**config.mk**
```make
export PLATFORM = sky130hd
export DESIGN_NAME = uart_tx_fifo
export DESIGN_NICKNAME = d
export VERILOG_FILES = /design/src/rtl/uart_pkg.sv /design/src/rtl/uart_sync_fifo.sv /design/src/rtl/uart_tx_fifo.sv
export SDC_FILE = /design/constraint.sdc
export NUM_CORES = 1
export LEC_CHECK = 0
export BUFFER_PORTS_ARGS = -buffer_cell sky130_fd_sc_hd__buf_2
export CORE_MARGIN = 3
export CORE_UTILIZATION = 48
export DETAILED_ROUTE_END_ITERATION = 8
export PLACE_DENSITY = 0.67
export SETUP_SLACK_MARGIN = 0.15
export SYNTH_ARGS = -nofsm -noshare
export SYNTH_HDL_FRONTEND = slang
export SYNTH_HIERARCHICAL = 1
export SYNTH_SLANG_ARGS = --single-unit
```
**constraint.sdc**
```tcl
create_clock -name baud_clk -period 3.38 [get_ports baud_clk]
set_input_delay 0.169 -clock baud_clk [delete_from_list [all_inputs] [get_ports baud_clk]]
set_output_delay 0.169 -clock baud_clk [all_outputs]
set_load 0.1 [all_outputs]
```
**src/rtl/uart_pkg.sv**
```systemverilog
// Shared UART types: transmitter FSM states, parity modes, per-frame config, word-length helpers.
// Used by both the transmitter and the receiver.
package uart_pkg;

  typedef enum logic [2:0] {
    IDLE,
    START,
    DATA,
    PARITY,
    STOP
  } tx_state_t;

  // Encoded as {sticky_parity, eps}
  typedef enum logic [1:0] {
    PAR_ODD   = 2'b00,
    PAR_EVEN  = 2'b01,
    PAR_MARK  = 2'b10,
    PAR_SPACE = 2'b11
  } parity_mode_t;

  typedef struct packed {
    logic [1:0] wls;
    logic       parity_en;
    logic       stop_bit;
  } tx_cfg_t;

  function automatic logic [3:0] wls_to_bits(input logic [1:0] wls);
    return 4'd5 + {2'b00, wls};
  endfunction

  function automatic logic parity_bit(input logic [7:0] data, input logic [1:0] wls,
                                      input parity_mode_t mode);
    logic [7:0] masked;
    logic       p;
    masked = data & (8'hFF >> (2'd3 - wls));
    case (mode)
      PAR_ODD:  p = ~^masked;
      PAR_EVEN: p = ^masked;
      PAR_MARK: p = 1'b1;
      default:  p = 1'b0;
    endcase
    return p;
  endfunction

endpackage

```
**src/rtl/uart_sync_fifo.sv**
```systemverilog
// Single-clock FIFO, combinational read of the head entry; push ignored when full, pop ignored when empty.
// A pushed entry becomes visible to pop on the following cycle via the registered count.
module uart_sync_fifo #(
  parameter int WIDTH = 8,
  parameter int DEPTH = 16
) (
  input  logic                   baud_clk,
  input  logic                   reset,
  input  logic                   push,
  input  logic [WIDTH-1:0]       push_data,
  input  logic                   pop,
  output logic [WIDTH-1:0]       pop_data,
  output logic [$clog2(DEPTH):0] count,
  output logic                   empty,
  output logic                   full
);
  localparam int AW = $clog2(DEPTH);
  localparam logic [AW:0] FULL_CNT = DEPTH[AW:0];

  logic [WIDTH-1:0] mem [DEPTH];
  logic [AW-1:0]    wr_ptr, rd_ptr;
  logic             do_push, do_pop;

  assign full     = (count == FULL_CNT);
  assign empty    = (count == '0);
  assign do_push  = push & ~full;
  assign do_pop   = pop & ~empty;
  assign pop_data = mem[rd_ptr];

  always_ff @(posedge baud_clk or posedge reset) begin
    if (reset) begin
      wr_ptr <= '0;
      rd_ptr <= '0;
      count  <= '0;
    end else begin
      if (do_push) wr_ptr <= wr_ptr + AW'(1);
      if (do_pop)  rd_ptr <= rd_ptr + AW'(1);
      case ({do_push, do_pop})
        2'b10:   count <= count + (AW+1)'(1);
        2'b01:   count <= count - (AW+1)'(1);
        default: count <= count;
      endcase
    end
  end

  always_ff @(posedge baud_clk) begin
    if (do_push) mem[wr_ptr] <= push_data;
  end

endmodule

```
**src/rtl/uart_tx_fifo.sv**
```systemverilog
// UART transmitter behind a holding FIFO; a frame starts the cycle after its byte is popped.
// wr_ready drops while the FIFO is full; queued bytes chain back-to-back with no idle bit.
module uart_tx_fifo
  import uart_pkg::*;
#(
  parameter int OVERSAMPLE = 16,
  parameter int FIFO_DEPTH = 16
) (
  input  logic                        baud_clk,
  input  logic                        reset,
  input  logic [7:0]                  wr_data,
  input  logic                        wr_valid,
  output logic                        wr_ready,
  input  logic [1:0]                  wls,
  input  logic                        parity_en,
  input  logic                        eps,
  input  logic                        sticky_parity,
  input  logic                        stop_bit,
  input  logic                        tx_break,
  output logic                        txd_o,
  output logic                        tx_busy,
  output logic                        tx_done,
  output logic [$clog2(FIFO_DEPTH):0] fifo_count,
  output logic                        fifo_empty,
  output logic                        fifo_full
);
  localparam int TW = $clog2(2 * OVERSAMPLE);
  localparam logic [TW-1:0] BIT_LAST    = TW'(OVERSAMPLE - 1);
  localparam logic [TW-1:0] STOP15_LAST = TW'(3 * OVERSAMPLE / 2 - 1);
  localparam logic [TW-1:0] STOP2_LAST  = TW'(2 * OVERSAMPLE - 1);

  tx_state_t     state_q, state_d;
  logic [TW-1:0] tick_q, tick_d, tick_last_val;
  logic [2:0]    bit_q, bit_d;
  logic [7:0]    shreg_q, shreg_d;
  tx_cfg_t       cfg_q, cfg_d, cfg_in;
  logic          par_q, par_d;
  logic          brk_q;
  logic          tick_last, line, load;
  logic [7:0]    fifo_dat;

  uart_sync_fifo #(
    .WIDTH (8),
    .DEPTH (FIFO_DEPTH)
  ) u_fifo (
    .baud_clk  (baud_clk),
    .reset     (reset),
    .push      (wr_valid),
    .push_data (wr_data),
    .pop       (load),
    .pop_data  (fifo_dat),
    .count     (fifo_count),
    .empty     (fifo_empty),
    .full      (fifo_full)
  );

  assign wr_ready = ~fifo_full;
  assign cfg_in   = '{wls: wls, parity_en: parity_en, stop_bit: stop_bit};

  // Only the stop bit may run longer than one bit time
  always_comb begin
    tick_last_val = BIT_LAST;
    if (state_q == STOP && cfg_q.stop_bit)
      tick_last_val = (cfg_q.wls == 2'b00) ? STOP15_LAST : STOP2_LAST;
  end
  assign tick_last = (tick_q == tick_last_val);

  always_comb begin
    state_d = state_q;
    tick_d  = tick_q + TW'(1);
    bit_d   = bit_q;
    shreg_d = shreg_q;
    cfg_d   = cfg_q;
    par_d   = par_q;
    load    = 1'b0;
    case (state_q)
      IDLE: begin
        tick_d = '0;
        load   = ~fifo_empty;
      end
      START: if (tick_last) begin
        tick_d  = '0;
        bit_d   = '0;
        state_d = DATA;
      end
      DATA: if (tick_last) begin
        tick_d  = '0;
        shreg_d = {1'b0, shreg_q[7:1]};
        bit_d   = bit_q + 3'd1;
        if ({1'b0, bit_q} == wls_to_bits(cfg_q.wls) - 4'd1)
          state_d = cfg_q.parity_en ? PARITY : STOP;
      end
      PARITY: if (tick_last) begin
        tick_d  = '0;
        state_d = STOP;
      end
      STOP: if (tick_last) begin
        tick_d  = '0;
        state_d = IDLE;
        load    = ~fifo_empty;
      end
      default: state_d = IDLE;
    endcase
    // Config and parity are captured with the byte so mid-frame input changes are ignored
    if (load) begin
      state_d = START;
      tick_d  = '0;
      shreg_d = fifo_dat;
      cfg_d   = cfg_in;
      par_d   = parity_bit(fifo_dat, wls, parity_mode_t'({sticky_parity, eps}));
    end
  end

  always_ff @(posedge baud_clk or posedge reset) begin
    if (reset) begin
      state_q <= IDLE;
      tick_q  <= '0;
      bit_q   <= '0;
      shreg_q <= '0;
      cfg_q   <= '0;
      par_q   <= 1'b0;
      brk_q   <= 1'b0;
    end else begin
      state_q <= state_d;
      tick_q  <= tick_d;
      bit_q   <= bit_d;
      shreg_q <= shreg_d;
      cfg_q   <= cfg_d;
      par_q   <= par_d;
      brk_q   <= tx_break;
    end
  end

  always_comb begin
    case (state_q)
      START:   line = 1'b0;
      DATA:    line = shreg_q[0];
      PARITY:  line = par_q;
      default: line = 1'b1;
    endcase
  end

  assign txd_o   = line & ~brk_q;
  assign tx_busy = (state_q != IDLE);
  assign tx_done = (state_q == STOP) && tick_last;

endmodule

```
==> results of run 1 <==
## synthesized netlist by cell type, types with 6 or more instances
library cell  count  area [sq um]
edfxtp_1        128          3840
dfrtp_1          38           951
nand2_1          33           124
o21ai_0          32           160
mux2i_1          27           270
nor2_1           17          63.8
mux4_2           16           360
a21oi_1          14          70.1
inv_1            14          52.6
xnor2_1          14           123
ha_1             11           138
mux2_2           11           124
nor3_1           11          55.1
a22oi_1           9          67.6
a221oi_1          8          70.1
clkbuf_1          8          30.0
nor2b_1           8          50.1
buf_6             7          78.8
buf_2             6          30.0
nand3_1           6          30.0
## kinds of logic after synthesis
group,synth area share
DFF,0.660
and+or+nand+nor,0.0681
AOI/OAI and AO/OA,0.0870
muxes,0.106
buffers and inverters,0.0296
xor gates and xnor gates,0.0260
adders and majority gates,0.0231
## placed cells by master (no fill, tap or decap), drive strengths merged, types with 6 or more instances in the layout
cell and instances:
buf 44, ha 11, edfxtp 128, a221oi 8, a22oi 9, clkbuf 20
a21oi 14, nor2 17, nor2b 8, dfrtp 38, nand3 6, o21ai 34
nor3 11, inv 22, xnor2 14, mux2 12, mux2i 27, mux4 16
nand2 34
## state kept, by name, indices dropped and copies added (netlist names)
register       cells
bit_q              3
tick_q             5
shreg_q            8
u_fifo/mem       128
cfg_q              4
state_q            3
par_q              1
brk_q              1
u_fifo/count       5
u_fifo/wr_ptr      4
u_fifo/rd_ptr      4
## layout make-up
type | count | area, sq um
Inverter | 14 | 52.6
Timing Repair Buffer | 50 | 375
Clock inverter | 14 | 135
Sequential cell | 166 | 4810
Fill cell | 1120 | 6280
Tap cell | 184 | 230
Multi-Input combinational cell | 274 | 2320
Clock buffer | 18 | 429
## path summary, 6_finish.rpt
kind,startpoint,endpoint
worst max-delay path,u_fifo/rd_ptr[0],par_q
worst min register to register,tick_q[0],tick_q[0]
worst min-delay path,wls[0],cfg_q[2]
max in group asynchronous,reset,tick_q[0]
worst max register to register,u_fifo/rd_ptr[0],par_q
min in group asynchronous,reset,u_fifo/wr_ptr[0]
## per-layer routing
metal  vias to the layer above  wire, um
li1                       1918         -
met1                      2126      6530
met2                       142      7500
met3                        17       848
met4                         0       250
met5                         -         0
## report_power, final
group | internal, uW | switching [uW] | total [uW]
sequential | 2440 | 119 | 2550
clock | 975 | 851 | 1830
combinational | 233 | 622 | 855
## repair_timing
item / 4_1_cts / 5_1_grt
endpoints found under the setup margin: 0 / 1
endpoints found under the hold margin: 18 / 0
resized for setup: 0 / 3
hold buffers: 4 / 0
buffers inserted: 0 / 2
## through the flow
stage / power [uW] / cell area [sq um] / cells
4_1_cts: 5270 / 8270 / 716
5_1_grt: 5440 / 8360 / 720
6_report: 5240 / 8360 / 720
2_1_floorplan: 3210 / 7330 / 477
3_3_place_gp: 3420 / 7670 / 680
3_5_place_dp: 3450 / 7670 / 680
## critical path: stages, from the launching register on
cell	delay, ps
dfrtp_2	440
buf_4	170
buf_4	140
clkbuf_16	180
mux2i_1	130
a221oi_1	330
a22oi_1	160
nand2_1	160
xnor2_2	140
xnor2_1	150
xnor3_1	430
or3_1	310
a31o_2	230
==> flow_metrics.py, run 1 <==
metrics = {
    "global_routing": {
        "grt_use_met2": 0.301,
        "grt_use_met3": 0.0461,
        "met1_usage": 0.258,
        "grt_pass1_wl_um": 23300,
        "gr-total-overflow": 0,
        "grt_pass1_vias": 4108,
        "top_usage_layer": "met2",
        "grt_start_max_net_pins": 29,
        "antenna_found_initial": 0,
        "grtUsageTotal": 0.189,
    },
    "worst_setup_path": {
        "required_ps": 3700,
        "critical_path.max_fanout": 14,
        "ff2ff_setup_slack_ps": 290,
        "critPathLaunchType": "flip-flop",
        "ff2ff_path_depth": 12,
        "path_class": "flip-flop to flip-flop",
        "crit_path_end_kind": "flip-flop",
        "arrival_ps": 3400,
    },
    "timing": {
        "hold_viol": 0,
        "whs_ps": 12.9,
        "finClkSkew_ps": 11.5,
        "grt_setup_unrepaired": "no",
        "worstMarginPinSlew_ps": 1050,
        "slew_headroom": 0.298,
        "fin_crit_sh": 0.913,
        "fmax_mhz": 324,
        "final.setup.tns_ps": 0,
        "drv_slew": 0,
        "fin_crit_ps": 3090,
        "setup_viol": 0,
        "setup_ws_ps": 295,
    },
    "yosys": {
        "ys_seq_elements": 166,
        "synth_cell_type_count": 61,
        "syn-cell-area_sq_mm": 0.00726,
        "synthArstFlopShare": 0.229,
        "synth_flop_cell": "edfxtp_1",
        "syn_avg_cell_area_sq_um": 15.2,
        "synth-edff-count": 128,
        "yosys_warnings": 6,
        "yosysSeqAreaShare": 0.660,
        "syn_nets": 507,
        "syn_inst": 477,
    },
    "clock_tree": {
        "cts_buffers": 17,
        "clkLatencyLatePin_ps": 430,
        "cts_tree": "yes",
        "path_clk_slew_ps": 70,
        "cts_max_level": 4,
        "cts_sinks": 166,
        "clockBufferDepth": 2,
        "cts_root_buf": "clkbuf_16",
    },
    "placement": {
        "post-place-ws_ps": 352,
        "dp_hpwl_um": 9830,
        "gp_congestion": 0.809,
        "port_buffers": 28,
    },
    "die": {
        "die_h_um": 129,
        "start_util": 0.496,
        "core_area_sq_mm": 0.0146,
        "fp.dieArea_sq_mm": 0.0166,
        "die-width_um": 129,
        "ios": 29,
        "row_count": 44,
    },
    "detailed_routing": {
        "wire_per_inst_um": 21.0,
        "dr.pass1.iters": 5,
        "drtIter0Drc": 357,
        "viasPerCell": 5.84,
        "drc": 0,
        "ant_nets": 0,
        "vias": 4203,
        "drt-total-wl_um": 15100,
    },
    "finish": {
        "final_nets": 553,
        "diodes": 0,
        "layout-drive-gt1-share": 0.241,
        "final_util": 0.571,
        "area_growth_pct": 15.1,
    },
    "hold_path": {
        "hold_class": "primary input to flip-flop",
        "hold_depth": 2,
    },
    "run_status": {
        "status": "complete, no violations",
    },
    "job": {
        "maxCapViolations": 0,
    },
    "power": {
        "p_leak_uw": 0.00313,
        "ir_worst_vdd_mv": 0.460,
        "p_per_area_mw_per_mm2": 626,
    },
}
(Power assumes the default switching activity.)
==> run 2: changes to the inputs <==
- CTS_CLUSTER_DIAMETER: default -> 80
- REMOVE_ABC_BUFFERS: default -> 1
==> run 2 against run 1 <==
Hold slack better by 36 ps. Sequential cell count unchanged. Register-to-register slack got worse by 50 ps. Sequential power hardly changed. First-iteration DRC count is 24% lower. Clock power is 4% lower. Combinational power decreased by 2.8%.
==> flow_metrics.py, run 2 (synthesis gave the netlist of run 1 again) <==
metrics = {
    "run_status": {
        "status": "complete, no violations",
    },
    "timing": {
        "finClkSkew_ps": 12.2,
        "fmax_mhz": 319,
        "worstMarginPinSlew_ps": 1110,
        "whs_ps": 49.3,
        "slew_headroom": 0.255,
        "hold_viol": 0,
        "setup_ws_ps": 246,
        "grt_setup_unrepaired": "no",
        "setup_viol": 0,
        "drv_slew": 0,
        "fin_crit_ps": 3130,
        "fin_crit_sh": 0.927,
        "final.setup.tns_ps": 0,
    },
    "power": {
        "total_power_uw": 5110,
        "ir_worst_vdd_mv": 0.436,
        "p_leak_uw": 0.00309,
        "p_per_area_mw_per_mm2": 618,
    },
    "die": {
        "die_h_um": 129,
        "ios": 29,
        "start_util": 0.496,
        "row_count": 44,
        "core_area_sq_mm": 0.0146,
        "fp.dieArea_sq_mm": 0.0166,
        "die-width_um": 129,
    },
    "job": {
        "maxCapViolations": 0,
    },
    "placement": {
        "port_buffers": 28,
        "dp.cells": 681,
        "gp_congestion": 0.872,
        "post-place-ws_ps": 109,
        "dp_hpwl_um": 9490,
    },
    "detailed_routing": {
        "ant_nets": 0,
        "drc": 0,
        "dr.pass1.iters": 4,
        "drtIter0Drc": 270,
        "viasPerCell": 5.68,
        "vias": 4082,
        "wire_per_inst_um": 19.3,
        "drt-total-wl_um": 13900,
    },
    "worst_setup_path": {
        "path_class": "flip-flop to flip-flop",
        "cp_cell_sequence": "buf_12 -> mux2_2 -> o21ai_0 -> a21oi_1 -> o21ai_0 -> nand2_1 -> xnor2_1 -> xnor2_1 -> xnor3_1 -> or3_1 -> a31o_2",
        "required_ps": 3690,
        "crit_path_end_kind": "flip-flop",
        "crit_path_top_delay_cell": "dfrtp_2",
        "critPathLaunchType": "flip-flop",
        "slowest_delay_ps": 470,
        "arrival_ps": 3440,
        "ff2ff_setup_slack_ps": 250,
        "critical_path.max_fanout": 17,
    },
    "clock_tree": {
        "cts_sinks": 166,
        "clockBufferDepth": 2,
        "cts_buffers": 17,
        "clkLatencyLatePin_ps": 430,
        "cts_tree": "yes",
        "path_clk_slew_ps": 60,
        "cts_max_level": 4,
        "cts_root_buf": "clkbuf_16",
    },
    "finish": {
        "diodes": 0,
        "final_cell_mix": "128 x edfxtp_1, 36 x dfrtp_1, 33 x nand2_1",
        "largestRegisters": "u_fifo/mem: 128 flops, shreg_q: 8 flops",
        "area_growth_pct": 13.8,
        "layout-drive-gt1-share": 0.222,
        "finalNonFillerCells": 719,
        "regMostFlops": "u_fifo/mem",
        "largest_reg_flops": 128,
        "final_nets": 552,
        "layout_commonest_cell": "edfxtp_1",
    },
    "global_routing": {
        "grt_start_max_net_pins": 34,
        "grtUsageTotal": 0.177,
        "grt_pass1_wl_um": 22200,
        "antenna_found_initial": 0,
        "grt_pass1_vias": 4160,
        "gr-total-overflow": 0,
    },
    "hold_path": {
        "hold_class": "primary input to flip-flop",
    },
}
## run 2: cell types whose count changed in the layout (fill, tap and decap cells not counted), moves of 3 or more
cell	change
dfrtp_1	+4
xnor2_2	-3
inv_8	-3
xnor2_1	+3
dfrtp_4	-5
## run 2: area by class of cell
type	count	area, sq um
clock buffers	20	437
clock inverters	12	93.8
fillers	1156	6380
inverters	14	52.6
multi-input cells	274	2290
flip-flops and latches	166	4800
well taps	184	230
repair buffers	49	363
## run 2: power by group
part	internal, uW	total, uW	switching (uW)
sequential	2420	2530	111
combinational	229	831	602
clock	951	1750	799
## run 2: timing repair
item                                    4_1_cts  5_1_grt
endpoints found under the setup margin        1        2
setup buffers                                 0        1
endpoints found under the hold margin        16        0
pin swaps                                     0        1
hold buffers                                  4        0
gates cloned                                  0        1
resized for setup                             2        7
## run 2: final timing paths
| kind | from | depth (start not counted) | end |
|---|---|---|---|
| max | u_fifo/rd_ptr[0] | 11 | par_q |
| min | wls[1] | 2 | cfg_q[3] |
| max reg2reg | u_fifo/rd_ptr[0] | 11 | par_q |
| min reg2reg | shreg_q[5] | 1 | shreg_q[4] |
| max in group asynchronous | reset | 3 | shreg_q[6] |
| min in group asynchronous | reset | 3 | u_fifo/wr_ptr[3] |
## run 2: per-layer routing
metal | up-vias | share of wire | GRT usage
met3 | 20 | 0.038 | 0.0386
met1 | 2045 | 0.45 | 0.250
li1 | 1915 | - | -
met2 | 102 | 0.50 | 0.268
met5 | - | 0 | 0
met4 | 0 | 0.016 | 0.0723
## run 2: worst max-delay path, delay by kind of cell, from the launching register on
kind                   cells  cell delay (ps)
AND/OR/NAND/NOR            2              490
XOR/XNOR                   3              800
multiplexers               1              340
flip-flops                 1              470
buffers and inverters      1              200
AO/OA/AOI/OAI              4              700
## run 2: through the flow
stage / instance area (sq um) / utilization
after CTS: 8200 / 0.560
after floorplan: 7100 / -
after global routing: 8270 / 0.565
after detailed placement: 7620 / 0.520
final: 8270 / 0.565
after global placement: 7620 / 0.520
==> run 3: changes to the inputs <==
- PLACE_DENSITY: 0.67 -> default
- SLEW_MARGIN: default -> 20
- clock period: 3.38 -> 3 ns (I/O delays scaled with it)
==> run 3 against run 2 <==
Cell count is 8.6% higher. Critical path type unchanged. Clock skew is 5.3 ps higher. Worst setup slack worse by 240 ps. Sequential cell count stayed put. Critical path depth is 1 lower. First-iteration DRC count is 14% higher. Global-route usage is 2.2 points higher. Hold slack worse by 15 ps. Via count is 6.8% higher. Highest routed layer unchanged. Combinational power is 31% higher. Sequential share of layout area is 4.2 points lower.
==> flow_metrics.py, run 3 (synthesis gave the netlist of run 1 again) <==
metrics = {
    "run_status": {
        "status": "complete, no violations",
    },
    "clock_tree": {
        "clkLatencyLatePin_ps": 430,
        "path_clk_slew_ps": 60,
        "clockBufferDepth": 2,
        "cts_root_buf": "clkbuf_16",
        "cts_sinks": 166,
        "cts_buffers": 17,
        "cts_max_level": 4,
        "cts_tree": "yes",
    },
    "global_routing": {
        "grt_pass1_wl_um": 24100,
        "gr-total-overflow": 0,
        "grt_pass1_vias": 4162,
        "antenna_found_initial": 0,
        "grt_start_max_net_pins": 26,
        "grtUsageTotal": 0.198,
    },
    "placement": {
        "placedInstanceArea_sq_mm": 0.00794,
        "post-place-ws_ps": -0.0449,
        "dp.cells": 723,
        "dp_hpwl_um": 10700,
        "gp_congestion": 0.793,
        "port_buffers": 28,
    },
    "timing": {
        "fin_crit_sh": 1.00,
        "fmax_mhz": 333,
        "whs_ps": 34.4,
        "setup_viol": 0,
        "finClkSkew_ps": 17.5,
        "grt_setup_unrepaired": "yes",
        "drv_slew": 0,
        "hold_viol": 0,
        "slew_headroom": 0.378,
        "fin_crit_ps": 3000,
        "worstMarginPinSlew_ps": 928,
        "setup_ws_ps": 1.24,
    },
    "detailed_routing": {
        "drc": 0,
        "wl_met2_um": 7540,
        "wire_per_inst_um": 20.5,
        "drt-total-wl_um": 16000,
        "wl_met3_um": 700,
        "vias": 4361,
        "dr.pass1.iters": 5,
        "ant_nets": 0,
        "met1_length_um": 7530,
        "viasPerCell": 5.58,
        "highest_layer": "met4",
        "drtIter0Drc": 308,
    },
    "finish": {
        "largestRegisters": "u_fifo/mem: 128 flops, shreg_q: 8 flops",
        "finalNonFillerCells": 781,
        "area_growth_pct": 22.7,
        "final_nets": 614,
        "final_util": 0.608,
        "seq_area_sq_mm": 0.00480,
        "fill_cells": 1119,
        "design_area_sq_mm": 0.00891,
        "layout_commonest_cell": "edfxtp_1",
        "diodes": 0,
        "layout-drive-gt1-share": 0.340,
        "final_cell_mix": "128 x edfxtp_1, 69 x buf_4, 36 x dfrtp_1",
        "largest_reg_flops": 128,
        "multi_input_area_sq_mm": 0.00240,
        "regMostFlops": "u_fifo/mem",
    },
    "hold_path": {
        "hold_class": "primary input to flip-flop",
    },
    "die": {
        "core_area_sq_mm": 0.0146,
        "die_h_um": 129,
        "start_util": 0.496,
        "fp.dieArea_sq_mm": 0.0166,
        "die-width_um": 129,
        "row_count": 44,
        "ios": 29,
    },
    "worst_setup_path": {
        "critPathLaunchType": "flip-flop",
        "slowest_delay_ps": 520,
        "required_ps": 3310,
        "critical_path.max_fanout": 7,
        "arrival_ps": 3310,
        "cp_top_family": "XOR/XNOR gates",
        "crit_path_end_kind": "flip-flop",
        "crit_top_cell": "xnor2_2",
        "path_class": "flip-flop to flip-flop",
        "crit_path_top_delay_cell": "dfrtp_2",
        "ff2ff_setup_slack_ps": 1,
        "cp_cell_sequence": "buf_12 -> buf_4 -> mux4_2 -> a22oi_1 -> nand2_2 -> xnor2_2 -> xnor2_2 -> xnor3_1 -> or3_1 -> a31o_2",
        "path_buf_inv": 2,
    },
    "power": {
        "p_per_area_mw_per_mm2": 659,
        "power.switching_uw": 1740,
        "clkPwrFrac": 0.333,
        "p_int_uw": 4130,
        "p_leak_uw": 0.00344,
        "power_frac_comb": 0.186,
        "switching_share": 0.297,
        "p_seq_frac": 0.481,
        "ir_worst_vdd_mv": 0.436,
    },
    "job": {
        "maxCapViolations": 0,
    },
}
[run 3: cell types whose count changed in the layout (fill, tap and decap cells not counted), sizes merged]
cell,before,now
clkbuf,21,20
clkinvlp,3,2
clkinv,3,10
buf,44,103
inv,20,17
dlygate4sd3,4,5
[run 3: final cells by class]
cell class / instances / share of cell area
clock buffer: 17 / 0.0477
clock inverter: 15 / 0.0118
inverter: 14 / 0.00590
multi-input combinational: 274 / 0.270
sequential: 166 / 0.538
tap: 184 / 0.0258
timing repair buffer: 111 / 0.100
[run 3: metrics by stage]
step | TNS (ps) | total power (uW)
3_3_place_gp | 0 | 3920
6_report | 0 | 5870
4_1_cts | 0 | 5890
5_1_grt | -186 | 6110
2_1_floorplan | -10570 | 3560
3_5_place_dp | -0.0449 | 3940
[run 3: path summary, 6_finish.rpt]
path / end / start / cells after the start
min in group asynchronous: u_fifo/count[4] / reset / 3
hold reg to reg: tick_q[0] / tick_q[0] / 1
setup / recovery: par_q / u_fifo/rd_ptr[0] / 10
max in group asynchronous: bit_q[0] / reset / 3
setup reg to reg: par_q / u_fifo/rd_ptr[0] / 10
hold / removal: cfg_q[2] / wls[0] / 2
[run 3: power by group through the flow]
stage / logic, uW / registers [uW] / clock network [uW]
global placement: 1060 / 2860 / 0
detailed placement: 1070 / 2870 / 0
global route: 1180 / 2840 / 2090
CTS: 1080 / 2820 / 1990
floorplan: 465 / 3100 / 0
finish: 1090 / 2820 / 1950
[run 3: what timing repair did]
item | CTS | global route
hold buffers | 5 | 0
resized for setup | 3 | 41
buffers inserted | 3 | 15
hold endpoints to repair | 42 | 0
cloned | 0 | 3
pin swaps | 1 | 5
setup endpoints to repair | 2 | 3
[run 3: routing by layer]
layer / GRT usage / vias to the layer above
met5: 0 / -
met2: 0.288 / 100
met1: 0.295 / 2200
li1: - / 2039
met3: 0.0465 / 22
met4: 0.0692 / 0
